`src/rtl/sipo_frame_ctrl.sv`:
```
// ---------------------------------------------------------------------------
// sipo_frame_ctrl
//
// Serial-in / parallel-out frame receiver. A '1' on the idle line is taken
// as a start bit. The next WIDTH samples are shifted in MSB-first and the
// finished word is held on data_out until the consumer accepts it with
// data_ready.
//
// Optional feature macro: SIPO_FRAME_CTRL_PARITY_EN
//   When defined, one extra bit is sampled after the data bits. The data
//   bits plus that bit must have even parity. A failing frame is dropped
//   and frame_err pulses for one cycle. When undefined, frame_err is 0.
//
// Parameters
//   WIDTH       data bits per frame (2..16)
//
// Ports
//   clk         rising-edge clock
//   rst         synchronous, active-high reset
//   data_in     serial line, sampled on every rising edge
//   data_ready  consumer accepts data_out while high (used in HOLD only)
//   data_out    assembled parallel word; changes only on entry to HOLD
//   data_valid  high while a complete, checked frame is held
//   busy        high while bits of a frame are being collected
//   frame_err   one-cycle pulse on a parity failure
//   overflow    sticky; set when a start bit arrives while holding a frame
// ---------------------------------------------------------------------------
module sipo_frame_ctrl #(
    parameter int WIDTH = 4
) (
    input  logic             clk,
    input  logic             rst,
    input  logic             data_in,
    input  logic             data_ready,
    output logic [WIDTH-1:0] data_out,
    output logic             data_valid,
    output logic             busy,
    output logic             frame_err,
    output logic             overflow
);

    localparam int CW = $clog2(WIDTH + 1);
    localparam logic [CW-1:0] LAST_BIT = CW'(WIDTH - 1);

`ifdef SIPO_FRAME_CTRL_PARITY_EN
    typedef enum logic [1:0] {IDLE, SHIFT, PARITY, HOLD} state_t;
`else
    typedef enum logic [1:0] {IDLE, SHIFT, HOLD} state_t;
`endif

    state_t            state;
    state_t            next_state;
    logic [CW-1:0]     bit_cnt;
    logic [WIDTH-1:0]  shreg;
    logic [WIDTH-1:0]  shifted;

    // Word as it will look after the current sample is shifted in.
    assign shifted = {shreg[WIDTH-2:0], data_in};

`ifdef SIPO_FRAME_CTRL_PARITY_EN
    logic parity_bad;
    logic frame_err_q;

    // Odd total over data bits plus the parity bit means a corrupted frame.
    assign parity_bad = ^{shreg, data_in};
    assign frame_err  = frame_err_q;
    assign busy       = (state == SHIFT) || (state == PARITY);
`else
    logic shreg_msb_unused;

    // The MSB only matters when the word is kept for a parity check.
    assign shreg_msb_unused = shreg[WIDTH-1];
    assign frame_err        = 1'b0;
    assign busy             = (state == SHIFT);
`endif

    assign data_valid = (state == HOLD);

    // State register.
    always_ff @(posedge clk) begin
        if (rst) begin
            state <= IDLE;
        end else begin
            state <= next_state;
        end
    end

    // Next-state logic.
    always_comb begin
        next_state = state;
        case (state)
            IDLE: begin
                if (data_in) begin
                    next_state = SHIFT;
                end
            end
            SHIFT: begin
                if (bit_cnt == LAST_BIT) begin
`ifdef SIPO_FRAME_CTRL_PARITY_EN
                    next_state = PARITY;
`else
                    next_state = HOLD;
`endif
                end
            end
`ifdef SIPO_FRAME_CTRL_PARITY_EN
            PARITY: begin
                next_state = parity_bad ? IDLE : HOLD;
            end
`endif
            HOLD: begin
                // data_in is ignored on the transfer edge.
                if (data_ready) begin
                    next_state = IDLE;
                end
            end
            default: begin
                next_state = IDLE;
            end
        endcase
    end

    // Datapath: bit counter, shift register, output word and flags.
    always_ff @(posedge clk) begin
        if (rst) begin
            bit_cnt  <= '0;
            shreg    <= '0;
            data_out <= '0;
            overflow <= 1'b0;
`ifdef SIPO_FRAME_CTRL_PARITY_EN
            frame_err_q <= 1'b0;
`endif
        end else begin
`ifdef SIPO_FRAME_CTRL_PARITY_EN
            frame_err_q <= 1'b0;
`endif
            case (state)
                IDLE: begin
                    if (data_in) begin
                        bit_cnt <= '0;
                    end
                end
                SHIFT: begin
                    shreg   <= shifted;
                    bit_cnt <= bit_cnt + CW'(1);
`ifndef SIPO_FRAME_CTRL_PARITY_EN
                    if (bit_cnt == LAST_BIT) begin
                        data_out <= shifted;
                    end
`endif
                end
`ifdef SIPO_FRAME_CTRL_PARITY_EN
                PARITY: begin
                    if (parity_bad) begin
                        frame_err_q <= 1'b1;
                    end else begin
                        data_out <= shreg;
                    end
                end
`endif
                HOLD: begin
                    // A new frame arriving while one is still held is lost.
                    if (!data_ready && data_in) begin
                        overflow <= 1'b1;
                    end
                end
                default: begin
                end
            endcase
        end
    end

endmodule

```
`config.mk`:
```
export PLATFORM = sky130hd
export DESIGN_NAME = sipo_frame_ctrl
export DESIGN_NICKNAME = d
export VERILOG_FILES = /design/src/rtl/sipo_frame_ctrl.sv
export SDC_FILE = /design/constraint.sdc
export NUM_CORES = 1
export LEC_CHECK = 0
export ABC_AREA = 1
export BUFFER_PORTS_ARGS = -buffer_cell sky130_fd_sc_hd__buf_4
export CAP_MARGIN = 20
export CELL_PAD_IN_SITES_DETAIL_PLACEMENT = 1
export CELL_PAD_IN_SITES_GLOBAL_PLACEMENT = 1
export CORE_MARGIN = 1.5
export CORE_UTILIZATION = 35
export DETAILED_ROUTE_END_ITERATION = 10
export GPL_TIMING_DRIVEN = 0
export PLACE_DENSITY = 0.71
export SETUP_SLACK_MARGIN = 0.5
export SLEW_MARGIN = 20
export SYNTH_ARGS = -nofsm -noshare
export SYNTH_HDL_FRONTEND = slang
export SYNTH_SLANG_ARGS = --single-unit
```
`constraint.sdc`:
```
create_clock -name clk -period 2.7 [get_ports clk]
set_input_delay 0.27 -clock clk [delete_from_list [all_inputs] [get_ports clk]]
set_output_delay 0.27 -clock clk [all_outputs]
set_load 0.02 [all_outputs]
```
==> flow_summary.toml <==
[outcome]
status = "complete, no violations"

[clock_tree]
cts.path.max_buffers = 2
clk_latency_ns = 0.26
htree_levels = 1
cts_resized = 0
clk_transition_reported_paths_ns = 0.08
cts.sinks = 13
cts_buffers = 3
cts_root_buf = "clkbuf_4"
ctsHoldBuffers = 0
tritoncts = "yes"
post_cts_buffers = 0

[route]
viasPerCell = 4.731
drt_wl_total_um = 1081
drtIter0Drc = 3
via_count = 492
dr.pass1.iters = 3
avgRoutedWirePerCell_um = 10.39
drc = 0
ant_nets = 0

[floorplanning]
row_count = 14
die_x_um = 42.48
coreArea_um2 = 1489
dieArea_um2 = 1805
ios = 12
fp.dieH_um = 42.48
start_util_pct = 36.64

[sta]
finalCriticalPeriod_ns = 1.387
setup_viol = 0
slew_violations = 0
skew_ns = 0.002471
setup_tns_ns = 0
hold_violations = 0
fmax_mhz = 721.0
fin_crit_sh_pct = 51.37
rsz0062_at_grt = "no"

[grt]
grt_pass1_vias = 488
grt_max_degree = 10
antenna_found_initial = 0
grt_overflow = 0
grt_util_all_layers_pct = 14.20
grt_pass1_wl_um = 1945

[synth]
avgSynthCellArea_um2 = 7.372
synth_seq_cells = 13
synth_top_area_cell = "dfxtp_1"
synth_cell_types = 15
synth_ff_type = "dfxtp_1"
syn_area_um2 = 545.5
yosys_warnings = 0
synth.most_common_cell = "nor2_1"
synth.area.top_cells = "dfxtp_1 48%, nor2_1 10%, nand2_1 9.6%, inv_1 6.9%, a21oi_1 4.6%"
syn_nets = 80
yosysTopAreaCellShare_pct = 47.71
netlist_top_cells_count = "15 x nor2_1, 14 x nand2_1, 13 x dfxtp_1, 10 x inv_1"
syn_inst = 74
yosysSeqAreaShare_pct = 47.71
synth-edff-count = 0
async_reset_ff_share_pct = 0

[power_and_ir_drop]
peakVddDrop_v = 0.0002400
p_per_area_nw_per_um2 = 528.8
total_power_w = 0.0003526
p_leak_nw = 0.3283

[critical_path]
worst_ep_arrival_time_ns = 1.12
cp-start-kind = "flop"
worstSetupEndpointType = "output port"
critPathRequiredTime_ns = 2.43
path_max_fanout = 7
path_class = "flop to output port"

[placed_design]
routabilityCongestion = 0.7431
place_hpwl_um = 790.4
io_buffer_count = 10

[worst_hold_path]
hold_path_class = "input port to flop"

[final_layout]
nets = 95
diodes = 0
area_growth_syn_to_layout_pct = 22.25
layout-drive-gt1-share_pct = 20.45

[run]
max-cap-violations = 0
worst paths after layout:
kind / from / endpoint / slack, ns / cells after the start
max: state[0] / busy / 1.31 / 3
min: rst / overflow / 0.20 / 2
max reg2reg: bit_cnt[0] / data_out[2] / 1.47 / 5
min reg2reg: overflow / overflow / 0.46 / 2
layer usage:
| metal | global-route usage (%) | routed length, µm | share of wire [%] | vias up |
|---|---|---|---|---|
| li1 | - | - | - | 252 |
| met1 | 17.89 | 522 | 48 | 232 |
| met2 | 22.77 | 519 | 48 | 6 |
| met3 | 3.879 | 28 | 2.6 | 2 |
| met4 | 5.625 | 11 | 1.0 | 0 |
| met5 | 0 | 0 | 0 | - |
cell families (layout without fill, tap and decap cells):
family	count (synthesis)	after routing	synth area share [%]
and+or+nand+nor	34	34	26.83
adders and majority gates	2	2	4.586
buffers and inverters	13	27	9.635
AOI/OAI and AO/OA	11	11	10.55
DFF	13	13	47.71
other	1	1	0.6874
worst max-delay path, stage by stage, from the launching register on:
cell,delay [ns]
dfxtp_1,0.43
inv_2,0.08
nor2_4,0.17
buf_4,0.18
state kept, by name, summed over array words and instances, names as in the netlist:
name,flops
data_out,4
bit_cnt,3
shreg,3
state,2
overflow,1
layout by cell type, fill, tap and decap left out:
| cell | n |
|---|---|
| dfxtp_1 | 13 |
| buf_4 | 11 |
| ha_1 | 2 |
| nand4_1 | 1 |
| inv_1 | 10 |
| a21oi_1 | 5 |
| conb_1 | 1 |
| inv_2 | 2 |
| a21boi_0 | 1 |
| nand3_2 | 1 |
| o21ai_0 | 5 |
| clkbuf_4 | 3 |
| nand2_1 | 14 |
| clkbuf_1 | 1 |
| nor2_1 | 15 |
| nor2_4 | 1 |
| nand3_1 | 2 |
layout make-up:
cell class,instances,area (µm²)
buffer,1,7.507
clock buffer,4,26.28
fill,197,822.0
inverter,12,45.04
multi-input combinational,48,232.7
sequential,13,260.3
tap,16,20.02
timing repair buffer,10,75.07
power by group:
| part | switching [W] | total (W) | internal [W] |
|---|---|---|---|
| logic | 0.0000200 | 0.0000328 | 0.0000128 |
| registers | 0.00000521 | 0.000204 | 0.000199 |
| clock network | 0.0000591 | 0.000116 | 0.0000570 |
| total | 0.0000843 | 0.000353 | 0.000268 |
stage by stage:
stage                     std cells  setup slack [ns]  hold slack [ns]  utilization, %  cell area [µm²]
final                           104             1.313           0.2008           44.79            666.9
after global routing            104             1.220           0.1993           44.79            666.9
after CTS                       104             1.295           0.1945           44.79            666.9
after global placement          100             1.465           0.4388           43.03            640.6
after floorplan                  74             1.614           0.3391               -            545.5
after detailed placement        100             1.464           0.4469           43.03            640.6
Power figures use the tool's default switching activity.
